`config.mk`:
```
export PLATFORM = sky130hd
export DESIGN_NAME = cva6_cfg_reader
export DESIGN_NICKNAME = d
export VERILOG_FILES = /design/src/rtl/cfg_reader_pkg.sv /design/src/rtl/config_pkg.sv /design/src/rtl/cfg_reader_rsp_fifo.sv /design/src/rtl/cva6_cfg_reader.sv
export SDC_FILE = /design/constraint.sdc
export NUM_CORES = 1
export LEC_CHECK = 0
export BUFFER_PORTS_ARGS = -buffer_cell sky130_fd_sc_hd__buf_4
export CAP_MARGIN = 20
export CORE_UTILIZATION = 29
export DETAILED_ROUTE_END_ITERATION = 8
export HOLD_SLACK_MARGIN = 0.12
export PLACE_DENSITY_LB_ADDON = 0.15
export SYNTH_ARGS = -nofsm -noshare
export SYNTH_HDL_FRONTEND = slang
export SYNTH_HIERARCHICAL = 1
export SYNTH_SLANG_ARGS = --single-unit
```
`constraint.sdc`:
```
create_clock -name clk_i -period 3.9 [get_ports clk_i]
set_input_delay 0.195 -clock clk_i [delete_from_list [all_inputs] [get_ports clk_i]]
set_output_delay 0.195 -clock clk_i [all_outputs]
set_load 0.03 [all_outputs]
```
`src/rtl/cfg_reader_pkg.sv`:
```
// Shared constants and the response record of the configuration reader.
package cfg_reader_pkg;

  // Word offsets (byte address >> 3) inside the 4 KiB window.
  localparam logic [8:0] FEAT_OFF    = 9'h000;
  localparam logic [8:0] SIZE_OFF    = 9'h001;
  localparam logic [8:0] RULE_OFF    = 9'h002;
  localparam logic [8:0] HALT_OFF    = 9'h003;
  localparam logic [8:0] EXC_OFF     = 9'h004;
  localparam logic [8:0] DM_OFF      = 9'h005;
  localparam logic [8:0] EXEC_TBL    = 9'h020;
  localparam logic [8:0] NONIDEM_TBL = 9'h040;
  localparam logic [8:0] CACHED_TBL  = 9'h060;
  // Each table holds 16 base/length pairs.
  localparam logic [8:0] TBL_WORDS   = 9'h020;

  // Bit positions inside the feature word.
  localparam int unsigned FEAT_RVA          = 0;
  localparam int unsigned FEAT_RVB          = 1;
  localparam int unsigned FEAT_RVC          = 2;
  localparam int unsigned FEAT_RVH          = 3;
  localparam int unsigned FEAT_RVV          = 4;
  localparam int unsigned FEAT_RVZCB        = 5;
  localparam int unsigned FEAT_FPU_EN       = 6;
  localparam int unsigned FEAT_CVXIF_EN     = 7;
  localparam int unsigned FEAT_ZICOND_EN    = 8;
  localparam int unsigned FEAT_XF16         = 9;
  localparam int unsigned FEAT_XF16ALT      = 10;
  localparam int unsigned FEAT_XF8          = 11;
  localparam int unsigned FEAT_XFVEC        = 12;
  localparam int unsigned FEAT_RVS          = 13;
  localparam int unsigned FEAT_RVU          = 14;
  localparam int unsigned FEAT_DEBUG_EN     = 15;
  localparam int unsigned FEAT_GTLB_PRESENT = 16;
  localparam int unsigned FEAT_TVAL_EN      = 17;

  typedef struct packed {
    logic        err;
    logic [63:0] data;
  } rsp_t;

endpackage

```
`src/rtl/config_pkg.sv`:
```
// Elaborated core configuration record and the presets exposed by the
// configuration reader. Only the fields the reader publishes are modelled.
package config_pkg;

  typedef struct packed {
    logic          RVA;
    logic          RVB;
    logic          RVC;
    logic          RVH;
    logic          RVV;
    logic          RVZCB;
    logic          FpuEn;
    logic          CvxifEn;
    logic          ZiCondExtEn;
    logic          XF16;
    logic          XF16ALT;
    logic          XF8;
    logic          XFVec;
    logic          RVS;
    logic          RVU;
    logic          DebugEn;
    logic          GTlbPresent;
    logic          TvalEn;
    logic [31:0]   NrCommitPorts;
    logic [31:0]   NrLoadBufEntries;
    logic [31:0]   RASDepth;
    logic [31:0]   BTBEntries;
    logic [31:0]   BHTEntries;
    logic [31:0]   NrPMPEntries;
    logic [31:0]   NrNonIdempotentRules;
    logic [31:0]   NrExecuteRegionRules;
    logic [31:0]   NrCachedRegionRules;
    logic [31:0]   MaxOutstandingStores;
    logic [31:0]   AxiIdWidth;
    logic [31:0]   AxiAddrWidth;
    logic [31:0]   AxiDataWidth;
    logic [63:0]   HaltAddress;
    logic [63:0]   ExceptionAddress;
    logic [63:0]   DmBaseAddress;
    logic [1023:0] ExecuteRegionAddrBase;
    logic [1023:0] ExecuteRegionLength;
    logic [1023:0] NonIdempotentAddrBase;
    logic [1023:0] NonIdempotentLength;
    logic [1023:0] CachedRegionAddrBase;
    logic [1023:0] CachedRegionLength;
  } cva6_cfg_t;

  localparam cva6_cfg_t cva6_cfg_empty = '0;

  // 64-bit application-class preset with hypervisor. The fourth execute
  // region slot carries a descriptor that is not enabled by the rule count.
  localparam cva6_cfg_t cv64a6_imafdch_sv39 = '{
    RVA: 1'b1, RVB: 1'b1, RVC: 1'b1, RVH: 1'b1, RVV: 1'b0, RVZCB: 1'b1,
    FpuEn: 1'b1, CvxifEn: 1'b1, ZiCondExtEn: 1'b1,
    XF16: 1'b0, XF16ALT: 1'b0, XF8: 1'b0, XFVec: 1'b0,
    RVS: 1'b1, RVU: 1'b1, DebugEn: 1'b1, GTlbPresent: 1'b1, TvalEn: 1'b1,
    NrCommitPorts: 32'd2, NrLoadBufEntries: 32'd2, RASDepth: 32'd2,
    BTBEntries: 32'd32, BHTEntries: 32'd128, NrPMPEntries: 32'd8,
    NrNonIdempotentRules: 32'd2, NrExecuteRegionRules: 32'd3,
    NrCachedRegionRules: 32'd1, MaxOutstandingStores: 32'd7,
    AxiIdWidth: 32'd4, AxiAddrWidth: 32'd64, AxiDataWidth: 32'd64,
    HaltAddress: 64'h800, ExceptionAddress: 64'h808, DmBaseAddress: 64'h0,
    ExecuteRegionAddrBase: {{12{64'h0}}, 64'hFFFF_0000, 64'h8000_0000,
                            64'h0001_0000, 64'h0},
    ExecuteRegionLength:   {{12{64'h0}}, 64'h0000_1000, 64'h4000_0000,
                            64'h0001_0000, 64'h0000_1000},
    NonIdempotentAddrBase: {{13{64'h0}}, 64'h3000_0000, 64'h2000_0000,
                            64'h1000_0000},
    NonIdempotentLength:   {{14{64'h0}}, 64'h1000_0000, 64'h0000_1000},
    CachedRegionAddrBase:  {{15{64'h0}}, 64'h8000_0000},
    CachedRegionLength:    {{15{64'h0}}, 64'h4000_0000}
  };

endpackage

```
`src/rtl/cfg_reader_rsp_fifo.sv`:
```
// Response FIFO: in-order buffer of decoded responses between grant and
// consumption. Head entry is presented combinationally from storage.
module cfg_reader_rsp_fifo
  import cfg_reader_pkg::*;
#(
  parameter int unsigned Depth = 2
) (
  input  logic clk,
  input  logic rst_n,
  input  logic push,
  input  rsp_t wdata,
  input  logic pop,
  output rsp_t rdata,
  output logic full,
  output logic empty
);

  localparam int unsigned PtrW = (Depth > 1) ? $clog2(Depth) : 1;
  localparam int unsigned CntW = $clog2(Depth + 1);

  rsp_t            mem [Depth];
  logic [PtrW-1:0] wptr;
  logic [PtrW-1:0] rptr;
  logic [CntW-1:0] count;
  logic            do_push;
  logic            do_pop;

  assign full    = (count == CntW'(Depth));
  assign empty   = (count == '0);
  assign do_push = push && !full;
  assign do_pop  = pop && !empty;
  assign rdata   = mem[rptr];

  // Pointers and occupancy; a simultaneous push and pop leaves count unchanged.
  always_ff @(posedge clk or negedge rst_n) begin
    if (!rst_n) begin
      wptr  <= '0;
      rptr  <= '0;
      count <= '0;
    end else begin
      if (do_push) begin
        wptr <= (wptr == PtrW'(Depth - 1)) ? '0 : wptr + PtrW'(1);
      end
      if (do_pop) begin
        rptr <= (rptr == PtrW'(Depth - 1)) ? '0 : rptr + PtrW'(1);
      end
      if (do_push && !do_pop) begin
        count <= count + CntW'(1);
      end else if (do_pop && !do_push) begin
        count <= count - CntW'(1);
      end
    end
  end

  // Storage write; contents are meaningless while the entry is not counted.
  always_ff @(posedge clk) begin
    if (do_push) begin
      mem[wptr] <= wdata;
    end
  end

endmodule

```
`src/rtl/cva6_cfg_reader.sv`:
```
// Read-only discovery window exposing the elaborated core configuration.
// Handshake: a request is accepted on a clock edge where req_i && gnt_o;
// a response is transferred on a clock edge where rvalid_o && rready_i, and
// rdata_o/err_o hold while rvalid_o && !rready_i. gnt_o never depends on
// rready_i, so a slot freed by a pop is offered from the following cycle.
module cva6_cfg_reader
  import cfg_reader_pkg::*;
#(
  parameter config_pkg::cva6_cfg_t CVA6Cfg  = config_pkg::cva6_cfg_empty,
  parameter int unsigned           RspDepth = 2
) (
  input  logic        clk_i,
  input  logic        rst_ni,
  input  logic        req_i,
  input  logic        we_i,
  input  logic [11:0] addr_i,
  output logic        gnt_o,
  output logic        rvalid_o,
  input  logic        rready_i,
  output logic [63:0] rdata_o,
  output logic        err_o
);

  rsp_t push_rsp;
  rsp_t head_rsp;
  logic fifo_full;
  logic fifo_empty;

  function automatic logic [63:0] feature_word();
    logic [63:0] f;
    f                    = '0;
    f[FEAT_RVA]          = CVA6Cfg.RVA;
    f[FEAT_RVB]          = CVA6Cfg.RVB;
    f[FEAT_RVC]          = CVA6Cfg.RVC;
    f[FEAT_RVH]          = CVA6Cfg.RVH;
    f[FEAT_RVV]          = CVA6Cfg.RVV;
    f[FEAT_RVZCB]        = CVA6Cfg.RVZCB;
    f[FEAT_FPU_EN]       = CVA6Cfg.FpuEn;
    f[FEAT_CVXIF_EN]     = CVA6Cfg.CvxifEn;
    f[FEAT_ZICOND_EN]    = CVA6Cfg.ZiCondExtEn;
    f[FEAT_XF16]         = CVA6Cfg.XF16;
    f[FEAT_XF16ALT]      = CVA6Cfg.XF16ALT;
    f[FEAT_XF8]          = CVA6Cfg.XF8;
    f[FEAT_XFVEC]        = CVA6Cfg.XFVec;
    f[FEAT_RVS]          = CVA6Cfg.RVS;
    f[FEAT_RVU]          = CVA6Cfg.RVU;
    f[FEAT_DEBUG_EN]     = CVA6Cfg.DebugEn;
    f[FEAT_GTLB_PRESENT] = CVA6Cfg.GTlbPresent;
    f[FEAT_TVAL_EN]      = CVA6Cfg.TvalEn;
    return f;
  endfunction

  // Address decode; fields are truncated or zero-extended to their slots.
  function automatic rsp_t decode(input logic [11:0] addr, input logic we);
    rsp_t        rsp;
    logic [8:0]  word;
    logic [3:0]  idx;
    logic [9:0]  lsb;
    logic [31:0] nr;
    logic [63:0] base;
    logic [63:0] len;
    rsp  = '0;
    word = addr[11:3];
    idx  = word[4:1];
    lsb  = {idx, 6'b0};
    nr   = '0;
    base = '0;
    len  = '0;
    if (we || (addr[2:0] != 3'b000)) begin
      rsp.err = 1'b1;
    end else if (word < EXEC_TBL) begin
      case (word)
        FEAT_OFF: rsp.data = feature_word();
        SIZE_OFF: rsp.data = {CVA6Cfg.NrPMPEntries[7:0], CVA6Cfg.BHTEntries[15:0],
                              CVA6Cfg.BTBEntries[15:0], CVA6Cfg.RASDepth[7:0],
                              CVA6Cfg.NrLoadBufEntries[7:0], CVA6Cfg.NrCommitPorts[7:0]};
        RULE_OFF: rsp.data = {CVA6Cfg.AxiDataWidth[15:0], CVA6Cfg.AxiAddrWidth[7:0],
                              CVA6Cfg.AxiIdWidth[7:0], CVA6Cfg.MaxOutstandingStores[7:0],
                              CVA6Cfg.NrCachedRegionRules[7:0],
                              CVA6Cfg.NrExecuteRegionRules[7:0],
                              CVA6Cfg.NrNonIdempotentRules[7:0]};
        HALT_OFF: rsp.data = CVA6Cfg.HaltAddress;
        EXC_OFF:  rsp.data = CVA6Cfg.ExceptionAddress;
        DM_OFF:   rsp.data = CVA6Cfg.DmBaseAddress;
        default:  rsp.err  = 1'b1;
      endcase
    end else if (word < (CACHED_TBL + TBL_WORDS)) begin
      case (word[6:5])
        2'd1: begin
          nr   = CVA6Cfg.NrExecuteRegionRules;
          base = CVA6Cfg.ExecuteRegionAddrBase[lsb +: 64];
          len  = CVA6Cfg.ExecuteRegionLength[lsb +: 64];
        end
        2'd2: begin
          nr   = CVA6Cfg.NrNonIdempotentRules;
          base = CVA6Cfg.NonIdempotentAddrBase[lsb +: 64];
          len  = CVA6Cfg.NonIdempotentLength[lsb +: 64];
        end
        default: begin
          nr   = CVA6Cfg.NrCachedRegionRules;
          base = CVA6Cfg.CachedRegionAddrBase[lsb +: 64];
          len  = CVA6Cfg.CachedRegionLength[lsb +: 64];
        end
      endcase
      // Slots beyond the active rule count read as zero without error.
      if ({28'b0, idx} < nr) begin
        rsp.data = word[0] ? len : base;
      end
    end else begin
      rsp.err = 1'b1;
    end
    return rsp;
  endfunction

  // Accept whenever a slot is free; decode the request in the same cycle.
  always_comb begin
    gnt_o    = req_i && !fifo_full;
    push_rsp = decode(addr_i, we_i);
  end

  cfg_reader_rsp_fifo #(
    .Depth (RspDepth)
  ) u_rsp_fifo (
    .clk   (clk_i),
    .rst_n (rst_ni),
    .push  (gnt_o),
    .wdata (push_rsp),
    .pop   (rvalid_o && rready_i),
    .rdata (head_rsp),
    .full  (fifo_full),
    .empty (fifo_empty)
  );

  // Response port; data and error are forced low while nothing is buffered.
  always_comb begin
    rvalid_o = !fifo_empty;
    rdata_o  = rvalid_o ? head_rsp.data : '0;
    err_o    = rvalid_o && head_rsp.err;
  end

endmodule
```
==> flow_summary_export.csv <==
group,metric,value,unit
outcome,status,"completed",
clock_tree,cts_tree,"yes",
grt,gr-usage-all-layers,10.6,%
timing,fin_skew,0.00814,ns
clock_tree,clkTransAtPathRegs,0.06,ns
clock_tree,clk_path_buf_depth,2,
logic_synthesis,synth_edf_count,130,
worst_hold_path,hold_class,"input pin to flop",
timing,slew_headroom,46.0,%
critical_path,cp-endpoint,"rdata_o[35]",
cells_and_area,n_antenna_cell,0,
drt,wl_per_cell,12.2,um
floorplanning,dieHeight,140,um
clock_tree,numCtsBuffers,17,
logic_synthesis,synth-seq-area-share,72.0,%
grt,grt_pass1_vias,3141,
grt,grt_use_met3,3.49,%
critical_path,rrSetupSlack,1.64,ns
critical_path,cp.depth,4,
grt,grt_pass1_wl,15400,um
clock_tree,root_buffer,"clkbuf_16",
cells_and_area,fillCellCount,1804,
floorplanning,design.core.area,18800,um^2
place,port_buffers,82,
timing,fin_setup_tns,0,ns
floorplanning,die_w,140,um
grt,use_met2,18.5,%
grt,antenna_found_initial,0,
timing,setup_viol,0,
clock_tree,ctsHtreeMaxLevel,4,
floorplanning,top_level_ports,84,
drt,drtPass1Iterations,4,
place,dp_hpwl,5420,um
critical_path,path_max_fanout,37,
cells_and_area,stdcell_area,7510,um^2
logic_synthesis,yosys-top-cells-area,"edfxtp_1 (70%), mux2_4 (11%), nor2b_1 (7.5%)",
floorplanning,rows,50,
clock_tree,clk_latency,0.41,ns
critical_path,cp_top_family,"simple AND/OR/NAND/NOR gates",
logic_synthesis,synth_area,5560,um^2
logic_synthesis,yosysWarnings,6,
drt,ant_nets,0,
clock_tree,ctsResizeCount,0,
critical_path,critical_path.cell_chain,"nor2_4 -> buf_4 -> nor2b_1 -> buf_4",
timing,worst-slew-pin-transition,0.808,ns
critical_path,worstSetupStartpoint,"u_rsp_fifo/count[0]$_DFFE_PN0P_",
logic_synthesis,ys.flop_type,"edfxtp_1",
drt,num_vias,2899,
power_and_ir_drop,power.total,6540,uW
critical_path,reg2regPathDepth,5,
run,cap_violations,0,
clock_tree,cts_sinks,134,
critical_path,slowest_stage,"nor2_4",
grt,grt_overflow_total,0,
logic_synthesis,async_reset_ff_share,2.99,%
critical_path,critPathMostFrequentCell,"buf_4",
timing,grt_setup_unrepaired,"false",
drt,route.detailed.drc,0,
place,place_congestion,0.691,
floorplanning,initial_core_util,29.6,%
critical_path,slowest_delay,0.67,ns
critical_path,worst-endpoint-required,3.70,ns
critical_path,cp-start-kind,"flop",
logic_synthesis,avgSynthCellArea,18.5,um^2
timing,finalCritPeriodShare,66.5,%
drt,wl,9460,um
critical_path,r2r_end,"u_rsp_fifo/mem[1][44]$_DFFE_PP_",
grt,grt_max_degree,41,
timing,fmax,386,MHz
cells_and_area,syn_to_final_growth,35.2,%
logic_synthesis,yosysTopAreaCell,"edfxtp_1",
timing,hold_violations,0,
place,placed_area,6900,um^2
logic_synthesis,synth_top_area_share,70.2,%
cells_and_area,post-route-util,40.0,%
critical_path,crit_buf_inv,2,
logic_synthesis,ys_ff_latch,134,
floorplanning,fp.dieArea,19700,um^2
critical_path,end_kind,"primary output",
timing,slew_violations,0,
drt,drtIter0Drc,82,
critical_path,worst-endpoint-arrival,2.40,ns
timing,whs,0.279,ns
timing,period_needed,2.59,ns
drt,vias_per_cell,3.75,
grt,busiest_layer,"met2",
logic_synthesis,synth.distinct_cells,21,
cells_and_area,drive_above_1_share,34.7,%
cells_and_area,multi_input_area,1910,um^2
critical_path,critPathKind,"flop to primary output",
logic_synthesis,synthCells,301,
grt,grt_util_met1,11.3,%
power_and_ir_drop,ir_drop,0.333,mV
cells_and_area,seqCellArea,4010,um^2
power_and_ir_drop,pwr_density_cell,870,nW/um^2
critical_path,reg2reg_from,"u_rsp_fifo/count[0]$_DFFE_PN0P_",
power_and_ir_drop,leakage,0.00303,uW
cells_and_area,fin_nets,544,
## what timing repair did
action | 4_1_cts | 5_1_grt
endpoints found under the setup margin | 0 | 0
hold buffers | 5 | 0
setup buffers | 0 | 0
endpoints found under the hold margin | 6 | 0
## cells in the final DEF (no fill, tap or decap), drive strengths merged
cell           n
nor2b         67
buf           88
dfrtp          4
ha             1
xor2           2
nor2           4
nor4           1
dlygate4sd3    5
nand2b         1
clkinv         8
and3           1
o21ai          1
conb         128
bufinv         2
mux2          65
clkbuf        17
xnor2          3
o311ai         1
nand2          1
a211oi         1
edfxtp       130
inv            3
clkinvlp       5
## layer usage
layer | up-vias | wire length, um
li1 | 1431 | -
met1 | 1403 | 3960
met2 | 54 | 4900
met3 | 11 | 429
met4 | 0 | 175
met5 | - | 0
## metrics by stage
step | setup WS, ns | instances
6_report | 1.31 | 773
5_1_grt | 1.09 | 773
4_1_cts | 1.19 | 773
3_5_place_dp | 1.58 | 736
3_3_place_gp | 1.61 | 736
2_1_floorplan | 0.456 | 428
## worst min-delay path, cell delays in order
cell     delay [ns]
buf_4          0.10
nor2b_1        0.12
o21ai_0        0.15
xnor2_1        0.08
## state kept, by name, summed over array words and instances (netlist names)
signal            cells
u_rsp_fifo/mem      130
u_rsp_fifo/count      2
u_rsp_fifo/rptr       1
u_rsp_fifo/wptr       1
## layout make-up
| cell class | instances | area share (%) |
|---|---|---|
| well taps | 234 | 3.90 |
| inverters | 3 | 0.150 |
| clock buffers | 17 | 5.66 |
| flip-flops and latches | 134 | 53.3 |
| clock inverters | 15 | 1.85 |
| repair buffers | 93 | 9.63 |
| multi-input cells | 277 | 25.5 |
## cell usage after synthesis (2+ instances only)
master / number
edfxtp_1: 130
nor2b_1: 67
mux2_4: 40
mux2_2: 25
buf_6: 8
buf_2: 5
dfrtp_1: 4
nor2_1: 4
inv_1: 3
xnor2_1: 3
xor2_1: 2
## worst min path at each step
stage,start,to,slack [ns],cells after the start
3_3_place_gp,rst_ni,u_rsp_fifo/wptr$_DFFE_PN0P_,-0.006,1
3_5_place_dp,rst_ni,u_rsp_fifo/wptr$_DFFE_PN0P_,-0.005,1
6_report,rready_i,u_rsp_fifo/rptr$_DFFE_PN0P_,0.28,4
5_1_grt,rready_i,u_rsp_fifo/rptr$_DFFE_PN0P_,0.33,4
4_1_cts,rready_i,u_rsp_fifo/rptr$_DFFE_PN0P_,0.25,4
2_1_floorplan,rst_ni,u_rsp_fifo/count[0]$_DFFE_PN0P_,-0.10,0
## power breakdown
| part | internal (uW) | total [uW] | switching, uW |
|---|---|---|---|
| sequential | 1980 | 2150 | 164 |
| clock | 929 | 1520 | 587 |
| combinational | 1200 | 2870 | 1670 |
| total | 4110 | 6540 | 2420 |
## kinds of logic (layout without fill, tap and decap cells)
logic type / Yosys count / in the layout / synth area share, %
AND/OR/NAND/NOR: 75 / 75 / 8.22
flip-flops: 134 / 134 / 72.0
adder cells (fa/ha/maj): 1 / 1 / 0.225
XOR/XNOR: 5 / 5 / 0.788
AO/OA/AOI/OAI: 3 / 3 / 0.383
buffers and inverters: 17 / 128 / 2.41
other: 1 / 128 / 0.0675
multiplexers: 65 / 65 / 15.9
Note: power is estimated with default switching activity, not from simulation.
